[config.mk]
export PLATFORM = sky130hd
export DESIGN_NAME = alu_sequencer
export DESIGN_NICKNAME = d
export VERILOG_FILES = /design/src/rtl/smachine_pkg.sv /design/src/rtl/regfile8x16.sv /design/src/rtl/alu_sequencer.sv
export SDC_FILE = /design/constraint.sdc
export NUM_CORES = 1
export LEC_CHECK = 0
export CAP_MARGIN = 20
export CORE_MARGIN = 5
export CORE_UTILIZATION = 45
export CTS_BUF_LIST = sky130_fd_sc_hd__clkbuf_4 sky130_fd_sc_hd__clkbuf_8
export CTS_CLUSTER_SIZE = 14
export DETAILED_ROUTE_END_ITERATION = 10
export PLACE_DENSITY = 0.79
export SETUP_SLACK_MARGIN = 0.3
export SKIP_LAST_GASP = 1
export SYNTH_ARGS = -nofsm -noshare
export SYNTH_HDL_FRONTEND = slang
export SYNTH_SLANG_ARGS = --single-unit
[constraint.sdc]
create_clock -name clk -period 2.3 [get_ports clk]
set_input_delay 0.46 -clock clk [delete_from_list [all_inputs] [get_ports clk]]
set_output_delay 0.46 -clock clk [all_outputs]
set_load 0.1 [all_outputs]
[src/rtl/smachine_pkg.sv]
// Shared definitions for the S-Machine execute path: opcodes, FSM states,
// instruction field slices and the writeback decode.
package smachine_pkg;

  localparam int IDX_W = 3;

  localparam logic [3:0] OP_ADD  = 4'b0100;
  localparam logic [3:0] OP_SUB  = 4'b0101;
  localparam logic [3:0] OP_OR   = 4'b0110;
  localparam logic [3:0] OP_AND  = 4'b0111;
  localparam logic [3:0] OP_XOR  = 4'b1000;
  localparam logic [3:0] OP_SHR  = 4'b1001;
  localparam logic [3:0] OP_MOV  = 4'b1010;
  localparam logic [3:0] OP_EXCH = 4'b1011;
  localparam logic [3:0] OP_CMP  = 4'b1100;
  localparam logic [3:0] OP_SET  = 4'b1101;
  localparam logic [3:0] OP_CLR  = 4'b1110;

  localparam int OPC_MSB  = 15;
  localparam int OPC_LSB  = 12;
  localparam int MASK_MSB = 10;
  localparam int MASK_LSB = 8;
  localparam int B_MSB    = 5;
  localparam int B_LSB    = 3;
  localparam int A_MSB    = 2;
  localparam int A_LSB    = 0;

  typedef enum logic [1:0] {IDLE, ISSUE, CAPTURE, WRITE} state_t;

  typedef struct packed {
    logic wr_a;
    logic wr_b;
    logic wr_psw;
    logic illegal;
  } wb_ctl_t;

  function automatic logic [3:0] inst_opc(input logic [15:0] i);
    return i[OPC_MSB:OPC_LSB];
  endfunction

  function automatic logic [IDX_W-1:0] inst_a_idx(input logic [15:0] i);
    return i[A_MSB:A_LSB];
  endfunction

  function automatic logic [IDX_W-1:0] inst_b_idx(input logic [15:0] i);
    return i[B_MSB:B_LSB];
  endfunction

  // Which state each opcode is allowed to modify when it retires.
  function automatic wb_ctl_t wb_decode(input logic [3:0] opc);
    wb_ctl_t c;
    c = '0;
    case (opc)
      OP_ADD, OP_SUB, OP_OR, OP_AND, OP_XOR, OP_SHR: begin
        c.wr_a   = 1'b1;
        c.wr_psw = 1'b1;
      end
      OP_MOV:  c.wr_b = 1'b1;
      OP_EXCH: begin
        c.wr_a = 1'b1;
        c.wr_b = 1'b1;
      end
      OP_CMP, OP_SET, OP_CLR: c.wr_psw = 1'b1;
      default: c.illegal = 1'b1;
    endcase
    return c;
  endfunction

endpackage

[src/rtl/regfile8x16.sv]
// General register file: two write channels merged into one write process
// (A channel wins on a shared index) and three combinational read ports.
module regfile8x16
  import smachine_pkg::*;
#(
  parameter int WIDTH    = 16,
  parameter int NUM_REGS = 8
) (
  input  logic             clk,
  input  logic             rst,
  input  logic             we_a,
  input  logic [IDX_W-1:0] wa_addr,
  input  logic [WIDTH-1:0] wa_data,
  input  logic             we_b,
  input  logic [IDX_W-1:0] wb_addr,
  input  logic [WIDTH-1:0] wb_data,
  input  logic [IDX_W-1:0] ra_addr,
  output logic [WIDTH-1:0] ra_data,
  input  logic [IDX_W-1:0] rb_addr,
  output logic [WIDTH-1:0] rb_data,
  input  logic [IDX_W-1:0] rd_addr,
  output logic [WIDTH-1:0] rd_data
);

  logic [WIDTH-1:0] r_mem [NUM_REGS];

  // B is written first so that an A write to the same index overrides it.
  always_ff @(posedge clk) begin
    if (rst) begin
      for (int i = 0; i < NUM_REGS; i++) r_mem[i] <= '0;
    end else begin
      if (we_b) r_mem[wb_addr] <= wb_data;
      if (we_a) r_mem[wa_addr] <= wa_data;
    end
  end

  assign ra_data = r_mem[ra_addr];
  assign rb_data = r_mem[rb_addr];
  assign rd_data = r_mem[rd_addr];

endmodule

[src/rtl/alu_sequencer.sv]
// Multi-cycle execute controller: latches one instruction, drives the external
// ALU from the register file and PSW, then retires its results.
module alu_sequencer
  import smachine_pkg::*;
#(
  parameter int NUM_REGS = 8,
  parameter int WIDTH    = 16
) (
  input  logic             clk,
  input  logic             rst,
  input  logic             inst_valid,
  output logic             inst_ready,
  input  logic [15:0]      inst,
  input  logic             ld_valid,
  input  logic [IDX_W-1:0] ld_addr,
  input  logic [WIDTH-1:0] ld_data,
  output logic [15:0]      alu_inst,
  output logic [WIDTH-1:0] alu_a,
  output logic [WIDTH-1:0] alu_b,
  output logic             alu_z,
  output logic             alu_n,
  output logic             alu_c,
  input  logic [WIDTH-1:0] alu_a_res,
  input  logic [WIDTH-1:0] alu_b_res,
  input  logic             alu_z_res,
  input  logic             alu_n_res,
  input  logic             alu_c_res,
  output logic             done,
  output logic             illegal,
  output logic [2:0]       psw,
  input  logic [IDX_W-1:0] dbg_addr,
  output logic [WIDTH-1:0] dbg_data
);

  state_t           r_state;
  state_t           w_next;
  logic             w_accept;
  logic [15:0]      r_inst;
  logic [WIDTH-1:0] r_a_res;
  logic [WIDTH-1:0] r_b_res;
  logic [2:0]       r_znc_res;
  logic [2:0]       r_psw;
  logic             r_done;
  logic             r_illegal;
  wb_ctl_t          w_wb;
  logic             w_in_write;
  logic             w_active;
  logic             w_we_a;
  logic [IDX_W-1:0] w_wa_addr;
  logic [WIDTH-1:0] w_wa_data;
  logic             w_we_b;
  logic [WIDTH-1:0] w_ra_data;
  logic [WIDTH-1:0] w_rb_data;

  always_ff @(posedge clk) begin
    if (rst) r_state <= IDLE;
    else     r_state <= w_next;
  end

  // A host load in IDLE takes the cycle, so the instruction waits one more.
  always_comb begin
    w_next     = r_state;
    inst_ready = 1'b0;
    case (r_state)
      IDLE: begin
        inst_ready = !ld_valid;
        if (inst_valid && !ld_valid) w_next = ISSUE;
      end
      ISSUE:   w_next = CAPTURE;
      CAPTURE: w_next = WRITE;
      WRITE:   w_next = IDLE;
      default: w_next = IDLE;
    endcase
  end

  assign w_accept   = inst_valid && inst_ready;
  assign w_in_write = (r_state == WRITE);
  assign w_active   = (r_state != IDLE);
  assign w_wb       = wb_decode(inst_opc(r_inst));

  always_ff @(posedge clk) begin
    if (rst)           r_inst <= '0;
    else if (w_accept) r_inst <= inst;
  end

  // ALU outputs are held here so writeback sees a stable snapshot.
  always_ff @(posedge clk) begin
    if (r_state == CAPTURE) begin
      r_a_res   <= alu_a_res;
      r_b_res   <= alu_b_res;
      r_znc_res <= {alu_z_res, alu_n_res, alu_c_res};
    end
  end

  always_ff @(posedge clk) begin
    if (rst) begin
      r_psw     <= 3'b000;
      r_done    <= 1'b0;
      r_illegal <= 1'b0;
    end else begin
      if (w_in_write && w_wb.wr_psw) r_psw <= r_znc_res;
      r_done    <= w_in_write;
      r_illegal <= w_in_write && w_wb.illegal;
    end
  end

  // The A channel carries host loads in IDLE and A writeback in WRITE.
  always_comb begin
    w_we_a    = 1'b0;
    w_wa_addr = ld_addr;
    w_wa_data = ld_data;
    if (r_state == IDLE) begin
      w_we_a = ld_valid;
    end else if (w_in_write) begin
      w_we_a    = w_wb.wr_a;
      w_wa_addr = inst_a_idx(r_inst);
      w_wa_data = r_a_res;
    end
  end

  assign w_we_b = w_in_write && w_wb.wr_b;

  regfile8x16 #(
    .WIDTH    (WIDTH),
    .NUM_REGS (NUM_REGS)
  ) u_rf (
    .clk     (clk),
    .rst     (rst),
    .we_a    (w_we_a),
    .wa_addr (w_wa_addr),
    .wa_data (w_wa_data),
    .we_b    (w_we_b),
    .wb_addr (inst_b_idx(r_inst)),
    .wb_data (r_b_res),
    .ra_addr (inst_a_idx(r_inst)),
    .ra_data (w_ra_data),
    .rb_addr (inst_b_idx(r_inst)),
    .rb_data (w_rb_data),
    .rd_addr (dbg_addr),
    .rd_data (dbg_data)
  );

  assign alu_inst = w_active ? r_inst    : 16'h0000;
  assign alu_a    = w_active ? w_ra_data : '0;
  assign alu_b    = w_active ? w_rb_data : '0;
  assign alu_z    = r_psw[2];
  assign alu_n    = r_psw[1];
  assign alu_c    = r_psw[0];
  assign psw      = r_psw;
  assign done     = r_done;
  assign illegal  = r_illegal;

endmodule
==> results of run 1 <==
## kinds of logic (layout without fill, tap and decap cells)
family                     count (synthesis)  after routing  synth area share
adders and majority gates                  3              3          0.003222
buffers and inverters                     93            302           0.04757
DFF                                      192            192            0.4699
muxes                                    293            293            0.3565
AOI/OAI and AO/OA                         26             26           0.01428
and+or+nand+nor                          273            281            0.1086
other                                      0              1                 0
## metal layers
layer	wire, um	track usage	vias to the layer above
li1	-	-	3742
met1	14110	0.3649	4370
met2	19220	0.4438	794
met3	5111	0.06423	131
met4	1885	0.1164	0
met5	0	0	-
## metrics by stage
stage / area [sq um] / power (W) / worst slack, ns / setup TNS, ns
global placement: 15110 / 0.009866 / -0.1544 / -3.545
CTS: 16970 / 0.01304 / -0.3480 / -10.82
detailed placement: 15110 / 0.009956 / -0.2111 / -6.774
finish: 17180 / 0.01324 / -0.3460 / -10.11
global route: 17180 / 0.01362 / -0.4176 / -14.50
floorplan: 12620 / 0.008303 / 0.2143 / 0
## worst paths after layout
path,start,end,depth (start not counted)
max,register,alu_b[7],5
min,r_inst[6],r_inst[6],2
max reg2reg,r_state[0],u_rf.r_mem[7][9],9
min reg2reg,r_inst[6],r_inst[6],2
## registers in the layout (all words and copies together), names as in the netlist, named ones only
| name | flops |
|---|---|
| u_rf.r_mem | 128 |
| r_a_res | 16 |
| r_b_res | 16 |
| r_inst | 16 |
| psw | 3 |
| r_znc_res | 3 |
| r_state | 2 |
| done | 1 |
| illegal | 1 |
## cells in the final DEF (no fill, tap or decap), drive strengths merged, types with 6 or more instances in the layout
master / count
buf: 187
mux2i: 181
nand2: 179
edfxtp: 163
mux4: 96
clkdlybuf4s50: 74
nor2: 49
dfxtp: 29
clkbuf: 26
nor2b: 20
mux2: 16
a21oi: 16
inv: 8
nand4b: 6
nor3: 6
## worst max-delay path, cell delays in order (launching register included)
cell,delay (ns)
dfxtp_4,0.50
buf_12,0.20
mux4_2,0.53
mux2i_2,0.23
nor2_4,0.07
buf_12,0.17
## power groups by stage
stage                     logic, W  clock network [W]  registers [W]
final                      0.00646            0.00224        0.00454
after global routing       0.00667            0.00238        0.00457
after CTS                  0.00633            0.00222        0.00450
after detailed placement   0.00539                  0        0.00456
after global placement     0.00532                  0        0.00454
after floorplan            0.00394                  0        0.00436
## area by class of cell
cell class,instances,area (sq um)
antenna,1,2.502
clock buffer,24,305.3
clock inverter,8,76.32
fill,1597,8150
inverter,3,11.26
multi-input combinational,603,6872
sequential,192,5488
tap,330,412.9
timing repair buffer,267,4009
## repair_timing
action / 4_1_cts / 5_1_grt
gates cloned: 30 / 2
endpoints found under the setup margin: 321 / 321
buffers inserted: 35 / 1
gates resized for setup: 109 / 19
pin swaps: 20 / 17
==> run summary, run 1 <==
outcome - complete, but fails checks
failing checks - setup timing
total grt overflow - 0
Total Nets Final - 1,164
Synth top cells by count - mux2i_1 (181), nand2_1 (171), edfxtp_1 (163), mux4_2 (96), nor2_1 (49)
Mapped Area - 11,650 sq um
CP Launch Type - register
CTS tree - built
area grow syn2layout - 47.41%
ys async rst share - 0
initial detailed-routing violation count - 1,287
Crit Path Max Fanout - 8
die area - 29,210 sq um
Max Cap Viol - 0
endpoints failing setup - 49
combinational share of power - 0.488
Vias/cell - 6.328
Root Driver - clkbuf_8
CP Data Arrival Time - 2.19 ns
flop2flop setup slack - -0.04 ns
Pins Over Slew Limit - 0
final period utilization - 1.150
Final Hold Vio Count - 0
min-delay worst type - register to register
Core Util, Final - 0.6782
Synth cell types - 40
clock network fraction of design power - 0.169
top-count cell post-synth - mux2i_1
average wire per standard cell - 28.24 um
GRT Total Usage - 0.2765
Max VDD drop - 0.0008077 V
total placed cells including tap cells - 1,327
CTS H-tree lvls - 4
cell taking the most area after synthesis - edfxtp_1
switching power - 0.005279 W
Initial Utilization - 0.4601
Worst-Skew Late Latency - 0.48 ns
Non-Filler Instances - 1,428
row cnt - 58
post-synthesis net count - 960
total number of clock tree sinks - 192
share of the synthesized area in the top cell type - 0.4201
DR pass1 iterations - 6
switching part of the total - 0.3987
RSZ-0062 raised after global routing - yes
fin crit period - 2.646 ns
fin worst setup slack - -0.3460 ns
post-synthesis sequential area ratio - 0.4699
Crit Path Class - register to output pin
post-DP HPWL - 23.03 mm
clk slew on worst S/H paths - 0.09 ns
ys flop type - edfxtp_1
mean cell area of the mapped netlist - 13.24 sq um
Synth Warn # - 0
Area contributors post-synth - edfxtp_1 (42%), mux4_2 (19%), mux2i_1 (16%)
initial antenna violation count - 1
Least-Margin Pin Slew - 0.6370 ns
IO Port Bufs - 149
Detail Route Antenna Nets - 0
FF+latch count, synth - 192
internal power - 0.007960 W
Sequential Power Share - 0.343
P_leak - 6.694 nW
relative slew slack - 0.5708
vias in the first global route - 9,137
Die Y - 170.9 um
pwr/cell area - 770.7 nW/um^2
Core ar. - 25,330 sq um
GP Congestion - 0.8321
CTS Buffer Depth - 2
ratio of cells with drive above 1 in the final layout - 0.4458
Worst setup EP type - output pin
largest net degree at the start of global routing - 33
global-route wire length before repair - 59.74 mm
cts hold-fix bufs - 0
Req. time, crit path - 1.84 ns
Highest Clock Rate - 0.3779 GHz
Max Clock Skew - 0.01869 ns
Post-Synthesis Cells - 880
Inserted Clock Buffers - 17
DRT Wirelength - 40.33 mm
worst hold margin - 0.4620 ns
# DRC - 0
EDFF count, synth - 163
io pins - 150
via count - 9,037
Die Span X - 170.9 um
Power figures use the tool's default switching activity.
==> inputs of run 2 (changes only) <==
--- a/config.mk
+++ b/config.mk
@@ -11,7 +11,7 @@
 export CTS_BUF_LIST = sky130_fd_sc_hd__clkbuf_4 sky130_fd_sc_hd__clkbuf_8
 export CTS_CLUSTER_SIZE = 14
 export DETAILED_ROUTE_END_ITERATION = 10
-export PLACE_DENSITY = 0.79
+export PLACE_DENSITY = 0.76
 export SETUP_SLACK_MARGIN = 0.3
 export SKIP_LAST_GASP = 1
 export SYNTH_ARGS = -nofsm -noshare
==> constraint.sdc (replaced) <==
create_clock -name clk -period 2.56 [get_ports clk]
set_input_delay 0.512 -clock clk [delete_from_list [all_inputs] [get_ports clk]]
set_output_delay 0.512 -clock clk [all_outputs]
set_load 0.1 [all_outputs]
==> run summary, run 2 (synthesis results as in run 1) <==
Endpoint, Worst Hold - r_inst[8]
Crit Reg-Reg Startpoint - r_state[0]
RSZ-0062 raised after global routing - yes
flop2flop setup slack - 0.16 ns (+0.20 ns)
Total Nets Final - 1,160 (-0.34%)
HP Start - r_inst[8]
Pins Over Slew Limit - 0 (unchanged)
failing checks - setup timing
GRT Total Usage - 0.2539 (-0.02265)
Max Clock Skew - 0.02434 ns (+0.005656 ns)
largest register by flop count - u_rf.r_mem
row cnt - 58 (unchanged)
Detail Route Antenna Nets - 0 (unchanged)
die area - 29,210 sq um (unchanged)
post-DP HPWL - 22.43 mm (-2.6%)
ratio of cells with drive above 1 in the final layout - 0.4373 (-0.008433)
Non-Filler Instances - 1,423 (-0.35%)
most frequent cells in the layout - nand2_1 (163), edfxtp_1 (163), mux2i_1 (128)
Crit Path Class - register to output pin
RR Endpoint - u_rf.r_mem[4][10]
met2 wire len - 18.67 mm (-2.9%)
outcome - complete, but fails checks
min-delay worst type - register to register
CTS tree - built
delay-heaviest family, CP - multiplexers
switching power - 0.004951 W (-6.2%)
CTS Buffer Depth - 2 (unchanged)
Root Driver - clkbuf_8
endpoints failing setup - 32 (-35%)
initial antenna violation count - 0 (-1)
P_leak - 6.520 nW (-2.6%)
CP peak stage delay - 0.55 ns (+0.02 ns)
average wire per standard cell - 28.34 um (+0.36%)
clk slew on worst S/H paths - 0.11 ns (+0.02 ns)
IO Port Bufs - 149 (unchanged)
Worst Hold Depth - 2 (unchanged)
CP Launch Type - register
initial detailed-routing violation count - 1,371 (+6.5%)
diode count - 0 (-1)
Final Hold Vio Count - 0 (unchanged)
Worst setup EP type - output pin
internal power - 0.007150 W (-10%)
Worst-Skew Late Latency - 0.50 ns (+0.02 ns)
CP Data Arrival Time - 2.23 ns (+0.04 ns)
Inserted Clock Buffers - 17 (unchanged)
Initial Utilization - 0.4601 (unchanged)
total grt overflow - 0 (unchanged)
Most common cell on crit path - buf_12
Register-to-Register Path Depth - 11 (+2)
Die Span X - 170.9 um (unchanged)
Max VDD drop - 0.0005989 V (-26%)
fin worst setup slack - -0.1816 ns (+0.1644 ns)
cts hold-fix bufs - 0 (unchanged)
Req. time, crit path - 2.05 ns (+0.21 ns)
relative slew slack - 0.5893 (+0.01851)
total number of clock tree sinks - 192 (unchanged)
Max Cap Viol - 0 (unchanged)
global-route wire length before repair - 54.68 mm (-8.5%)
wire length on met3 - 5.436 mm (+6.4%)
final period utilization - 1.071
GP Congestion - 0.8538 (+2.6%)
io pins - 150 (unchanged)
DR pass1 iterations - 6 (unchanged)
WL met1 - 13.85 mm (-1.9%)
vias in the first global route - 8,779 (-3.9%)
CTS H-tree lvls - 4 (unchanged)
Area after DPL - 14,780 sq um (-2.2%)
Worst path slowest cell - mux4_2
Die Y - 170.9 um (unchanged)
Crit Path Max Fanout - 8 (unchanged)
# DRC - 0 (unchanged)
DRT Wirelength - 40.33 mm (about the same)
total placed cells including tap cells - 1,331 (+0.30%)
fill cell count - 1,620 (+1.4%)
largest net degree at the start of global routing - 33 (unchanged)
clock network fraction of design power - 0.164 (-0.005)
crit-path cells - buf_12 -> buf_16 -> mux4_2 -> mux2i_4 -> nor2_4 -> buf_12
via count - 9,028 (-0.10%)
fin crit period - 2.742 ns
Vias/cell - 6.344 (+0.25%)
Buffers & Inverters on Critical Path - 3 (+1)
top sig layer - met4
Core ar. - 25,330 sq um (unchanged)
pwr/cell area - 715.0 nW/um^2 (-7.2%)
area grow syn2layout - 45.24%
switching part of the total - 0.4091 (+0.01042)
Final Cell Area - 16,920 sq um (-1.5%)
Highest Clock Rate - 0.3647 GHz
combinational share of power - 0.499 (+0.011)
Least-Margin Pin Slew - 0.6160 ns (-0.02103 ns)
Largest register FFs - 128 (unchanged)
Sequential Power Share - 0.337 (-0.006)
-- run 2: worst min-delay path, cell delays in order, from the launching register on --
cell and delay [ns]:
dfxtp_1 0.33, nand2_1 0.05, a21oi_1 0.05
-- run 2: area by class of cell --
class	instances	area, sq um	area share
sequential	192	5485	0.3241
multi-input combinational	595	6598	0.3898
clock buffer	19	261.5	0.01545
clock inverter	13	112.6	0.006654
inverter	3	11.26	0.0006654
tap	330	412.9	0.02440
timing repair buffer	271	4043	0.2389
-- run 2: per-stage QoR --
step	TNS [ns]	setup WS (ns)	util	hold slack [ns]	total power, W
after global placement	-0.01296	-0.008931	0.5836	0.4382	0.008678
after CTS	-4.199	-0.1637	0.6331	0.4616	0.01150
after detailed placement	-0.1932	-0.03353	0.5836	0.4446	0.008750
after global routing	-6.313	-0.2429	0.6682	0.4941	0.01245
final	-3.487	-0.1816	0.6682	0.4641	0.01210
after floorplan	0	0.1377	-	0.4316	0.007159
-- run 2: per-layer routing --
metal	global-route usage	up-vias
met3	0.07787	161
met1	0.3295	4376
met4	0.1147	0
met5	0	-
met2	0.3955	769
li1	-	3722
-- run 2: power by group through the flow --
stage	Sequential, W	Combinational (W)	Clock [W]
finish	0.00408	0.00604	0.00198
global route	0.00409	0.00623	0.00214
CTS	0.00403	0.00549	0.00198
detailed placement	0.00409	0.00466	0
global placement	0.00407	0.00461	0
floorplan	0.00391	0.00325	0
-- run 2: worst max path at each step --
stage / start / end / cells past startpoint
finish: register / alu_a[9] / 6
global route: register / alu_a[3] / 6
CTS: register / alu_a[7] / 6
detailed placement: dbg_addr[1] / dbg_data[9] / 5
global placement: dbg_addr[1] / dbg_data[14] / 5
floorplan: r_state[0] / alu_inst[0] / 5
-- run 2: what timing repair did --
item	CTS	global route
buffers inserted	15	15
endpoints found under the setup margin	158	272
pin swaps	7	12
gates resized for setup	85	84
gates cloned	15	15
==> inputs of run 3 (changes only) <==
--- a/config.mk
+++ b/config.mk
@@ -5,13 +5,11 @@
 export SDC_FILE = /design/constraint.sdc
 export NUM_CORES = 1
 export LEC_CHECK = 0
-export CAP_MARGIN = 20
 export CORE_MARGIN = 5
-export CORE_UTILIZATION = 45
-export CTS_BUF_LIST = sky130_fd_sc_hd__clkbuf_4 sky130_fd_sc_hd__clkbuf_8
+export CORE_UTILIZATION = 56
 export CTS_CLUSTER_SIZE = 14
 export DETAILED_ROUTE_END_ITERATION = 10
-export PLACE_DENSITY = 0.76
+export PLACE_DENSITY = 0.9
 export SETUP_SLACK_MARGIN = 0.3
 export SKIP_LAST_GASP = 1
 export SYNTH_ARGS = -nofsm -noshare
==> run summary, run 3 (synthesis results as in run 1) <==
outcome - complete, but fails checks
failing checks - setup timing
largest net degree at the start of global routing - 33 (unchanged)
DRT Wirelength - 48.27 mm (+20%)
Vias/cell - 7.394 (+17%)
GRT Total Usage - 0.3251 (+0.07122)
global-route wire length before repair - 57.83 mm (+5.8%)
total number of clock tree sinks - 192 (unchanged)
Detail Route Antenna Nets - 0 (unchanged)
largest register by flop count - u_rf.r_mem
total grt overflow - 0 (unchanged)
Die Span X - 154.3 um (-9.8%)
DR pass1 iterations - 10 (+4)
Least-Margin Pin Slew - 0.6671 ns (+0.05110 ns)
IO Port Bufs - 149 (unchanged)
fill cell count - 911 (-44%)
Final Hold Vio Count - 0 (unchanged)
Crit Path Max Fanout - 8 (unchanged)
# DRC - 0 (unchanged)
fin worst setup slack - -0.1742 ns (+0.007457 ns)
initial antenna violation count - 4 (+4)
fin crit period - 2.734 ns (-0.007457 ns)
Setup TNS - -3.309 ns (+0.1782 ns)
clk slew on worst S/H paths - 0.07 ns (-0.04 ns)
crit-path cells - buf_12 -> mux4_2 -> mux2i_2 -> nor2_4 -> buf_12
area grow syn2layout - 43.22%
CTS Buffer Depth - 2 (unchanged)
GP Congestion - 0.8803 (+3.1%)
Pins Over Slew Limit - 0 (unchanged)
Total Nets Final - 1,151 (-0.78%)
most frequent cells in the layout - nand2_1 (163), edfxtp_1 (163), mux2i_1 (129)
GRT met3 Usage - 0.1003 (+0.02244)
Crit Path Class - register to output pin
Max VDD drop - 0.0005314 V (-11%)
relative slew slack - 0.5426 (-0.04679)
RSZ-0062 raised after global routing - yes
die area - 23,790 sq um (-19%)
ratio of cells with drive above 1 in the final layout - 0.4317 (-0.005594)
min-delay worst type - register to register
Initial Utilization - 0.5722 (+0.1121)
pwr/cell area - 766.1 nW/um^2 (+7.1%)
Final Cell Area - 16,690 sq um (-1.4%)
Worst path slowest cell - mux4_2
final period utilization - 1.068 (-0.002913)
Most common cell on crit path - buf_12
CP Launch Type - register
initial detailed-routing violation count - 1,730 (+26%)
worst hold margin - 0.4618 ns (-0.002260 ns)
vias in the first global route - 9,352 (+6.5%)
row cnt - 52 (-10%)
CTS H-tree lvls - 4 (unchanged)
busiest grt layer - met2
Worst setup EP type - output pin
Largest register FFs - 128 (unchanged)
endpoints failing setup - 34 (+6.3%)
Max Cap Viol - 0 (unchanged)
cts hold-fix bufs - 0 (unchanged)
Worst-Skew Late Latency - 0.45 ns (-0.05 ns)
Inserted Clock Buffers - 17 (unchanged)
Area after DPL - 14,620 sq um (-1.1%)
GRT met2 Usage - 0.5046 (+0.1091)
Die Y - 154.3 um (-9.8%)
M1 GR Usage - 0.4139 (+0.08441)
CP Data Arrival Time - 2.22 ns (about the same)
P_leak - 6.466 nW (-0.83%)
CTS tree - built
Highest Clock Rate - 0.3657 GHz (+0.27%)
via count - 10.01k (+11%)
Core ar. - 20,360 sq um (-20%)
io pins - 150 (unchanged)
Root Driver - clkbuf_16
total power - 0.01278 W (+5.7%)
diode count - 0 (unchanged)
Max Clock Skew - 0.01506 ns (-0.009284 ns)
post-DP HPWL - 23.74 mm (+5.8%)
Req. time, crit path - 2.05 ns (about the same)
CP peak stage delay - 0.59 ns (+0.04 ns)
average wire per standard cell - 35.65 um (+26%)
-- run 3: changes by cell type in the layout (fill, tap and decap cells not counted), sizes merged --
cell / before / now
buf: 179 / 172
bufbuf: 2 / 1
clkinv: 3 / 7
inv: 13 / 6
nand2: 171 / 173
-- run 3: power breakdown --
part           internal, W  total [W]  switching [W]
clock network      0.00135    0.00257        0.00122
registers          0.00374    0.00414       0.000408
logic              0.00255    0.00607        0.00352
total              0.00764     0.0128        0.00515
-- run 3: metrics by stage --
stage | setup slack (ns) | utilization | cells
6_report | -0.1742 | 0.8195 | 1354
5_1_grt | -0.2270 | 0.8195 | 1354
4_1_cts | -0.06030 | 0.7716 | 1315
3_5_place_dp | -0.06463 | 0.7177 | 1269
3_3_place_gp | 0.004883 | 0.7177 | 1269
2_1_floorplan | 0.1377 | - | 880
-- run 3: area by class of cell --
cell class	instances	area, sq um	area share
Inverter	3	11.26	0.0006748
Tap cell	270	337.8	0.02024
Clock buffer	22	485.5	0.02909
Clock inverter	10	57.56	0.003449
Timing Repair Buffer	260	3714	0.2225
Multi-Input combinational cell	597	6595	0.3952
Sequential cell	192	5488	0.3288
-- run 3: path summary, 6_finish.rpt --
kind,startpoint,end,slack [ns],depth (start not counted)
setup / recovery,register,alu_b[13],-0.17,5
hold / removal,r_inst[9],r_inst[9],0.46,2
setup reg to reg,r_state[0],u_rf.r_mem[5][5],-0.04,9
hold reg to reg,r_inst[9],r_inst[9],0.46,2
-- run 3: critical path, delay by kind of cell, from the launching register on --
| kind | cells | cell delay, ns |
|---|---|---|
| flops | 1 | 0.49 |
| buf+inv | 2 | 0.38 |
| simple gates | 1 | 0.06 |
| mux | 2 | 0.84 |
-- run 3: layer usage --
layer / part of all wire / routed length [um]
met5: 0.00097 / 47
met4: 0.098 / 4750
met3: 0.17 / 8365
met2: 0.44 / 21160
met1: 0.29 / 13940
-- run 3: repair_timing --
item                                   in CTS  in global routing
gates resized for setup                    72                 94
setup endpoints to repair                 143                317
cloned                                      8                 16
endpoints found under the hold margin       0                  0
pin swaps                                   2                 14
setup buffers                               6                 23
==> variant (config.mk and constraints of run 1) <==
Reset style: asynchronous (`rst`), changed in 4 clocked blocks.
--- a/src/rtl/regfile8x16.sv
+++ b/src/rtl/regfile8x16.sv
@@ -25,7 +25,7 @@
   logic [WIDTH-1:0] r_mem [NUM_REGS];
 
   // B is written first so that an A write to the same index overrides it.
-  always_ff @(posedge clk) begin
+  always_ff @(posedge clk or posedge rst) begin
     if (rst) begin
       for (int i = 0; i < NUM_REGS; i++) r_mem[i] <= '0;
     end else begin
--- a/src/rtl/alu_sequencer.sv
+++ b/src/rtl/alu_sequencer.sv
@@ -52,7 +52,7 @@
   logic [WIDTH-1:0] w_ra_data;
   logic [WIDTH-1:0] w_rb_data;
 
-  always_ff @(posedge clk) begin
+  always_ff @(posedge clk or posedge rst) begin
     if (rst) r_state <= IDLE;
     else     r_state <= w_next;
   end
@@ -78,7 +78,7 @@
   assign w_active   = (r_state != IDLE);
   assign w_wb       = wb_decode(inst_opc(r_inst));
 
-  always_ff @(posedge clk) begin
+  always_ff @(posedge clk or posedge rst) begin
     if (rst)           r_inst <= '0;
     else if (w_accept) r_inst <= inst;
   end
@@ -92,7 +92,7 @@
     end
   end
 
-  always_ff @(posedge clk) begin
+  always_ff @(posedge clk or posedge rst) begin
     if (rst) begin
       r_psw     <= 3'b000;
       r_done    <= 1'b0;
Formal check against the unedited RTL: differs if rst is asserted again (counterexample within 4 cycles, from zero or initial values and one cycle with rst high); with rst held inactive, the same outputs for 4 cycles.
==> variant against run 1 <==
The run still ends with setup timing left. Clock skew down 0.0077 ns. Wire length up 7.8%. Sequential cell count down 6. Area after synthesis down 2.1%. Worst setup slack worse by 0.059 ns. Via count up 8.5%. Final area up 1.8%.
Power is not shown: default switching activity piles up to over one toggle a cycle in this logic, so the estimate is an artifact.
==> variant: results (changes against run 1) <==
| Metric | Value |
|---|---|
| Share of cells above drive strength 1 | `49.39% (+4.8 points)` |
| Slew headroom | `66.34% (+9.3 points)` |
| Detailed router's first-iteration violation count | `1237 (-3.9%)` |
| Detailed Place HPWL | `24.43 mm (+6.1%)` |
| R2R depth | `10 (+1)` |
| # clk buffers | `19 (-21%)` |
| Hold Slack | `0.2931 ns (-0.1688 ns)` |
| Synth Area in Adders | `0.3289% (+0.0068 points)` |
| Fill cell count | `1588 (-0.56%)` |
| Finished Cell Area | `17490 um^2 (+1.8%)` |
| Final setup fails | `52 (+6.1%)` |
| PnR worst setup slack | `-0.4051 ns (-0.05917 ns)` |
| Final Util | `69.64% (+1.8 points)` |
| Failing checks | `setup timing` |
| Worst min-delay path class | `input pin to async pin` |
| Average vias per placed instance | `6.632 (+4.8%)` |
| Crit path capture | `alu_a[5]` |
| Synth cell types | `38 (-5.0%)` |
| Number of synthesized flops with an enable pin | `35 (-79%)` |
| R2r startpoint | `r_state[1]` |
| Gpl congestion | `0.9163 (+10%)` |
| Crit path DAT | `2.25 ns (+0.06 ns)` |
| Inverters | `6 (+3)` |
| Placed cells | `1319 (-0.60%)` |
| Post-synth top flop | `dfrtp_1` |
| CP Max Fanout | `19 (+11)` |
| Vias in the first global route | `10250 (+12%)` |
| GRT Overall Usage | `28.58% (+0.92 points)` |
| Clock skew | `0.01099 ns (-0.007699 ns)` |
| Max incr delay on CP | `0.48 ns (-0.05 ns)` |
| NumNets Final | `1215 (+4.4%)` |
| Multi-input combinational area share | `40.71% (+0.70 points)` |
| # clock sinks | `186 (-3.1%)` |
| Final wirelength | `43.47 mm (+7.8%)` |
| DR vias | `9802 (+8.5%)` |
| Global-route wire length before repair | `62.38 mm (+4.4%)` |
| Status | `complete, but fails checks` |
| Final non-clock buffer share | `26.48% (+3.1 points)` |
| Net count after synthesis | `917 (-4.5%)` |
| Slowest-stage cell, CP | `dfrtp_1` |
| Initial antenna violation count | `0 (-1)` |
| Largest net degree at the start of global routing | `65 (+97%)` |
| Sequential area share after synthesis | `42.32% (-4.7 points)` |
| Post-route setup TNS | `-11.73 ns (-1.619 ns)` |
| Antenna Cells | `0 (-1)` |
| Mux cell area share after synthesis | `41.60% (+6.0 points)` |
| Crit Reg-Reg Endpoint | `u_rf.r_mem[42]` |
| Comb_multi_in | `556 (-7.8%)` |
## variant: cell count changes after synthesis, moves of 19 or more
cell,delta
nor2_1,-31
dfrtp_1,+151
edfxtp_1,-128
mux4_2,-32
dfxtp_1,-29
a22oi_1,+64
mux2_2,+19
nand2_1,-168
mux2i_1,+107
## variant: repair_timing
item                       in CTS  in global routing
setup endpoints to repair     193                193
gates resized for setup        87                 38
pin swaps                      15                 12
hold endpoints to repair        0                  0
buffers inserted               91                 22
gates cloned                    9                  5
## variant: routing by layer
metal,up-vias,wire (um),GRT usage [%]
met5,-,0,0
li1,3855,-,-
met2,744,20900,45.98
met4,0,2835,16.84
met1,4984,15740,35.45
met3,219,3992,6.476
## variant: critical path, delay by kind of cell (launching register included)
family                 cells  cell delay (ns)
buffers and inverters      3             0.69
AND/OR/NAND/NOR            1             0.04
multiplexers               2             0.54
flip-flops                 1             0.48
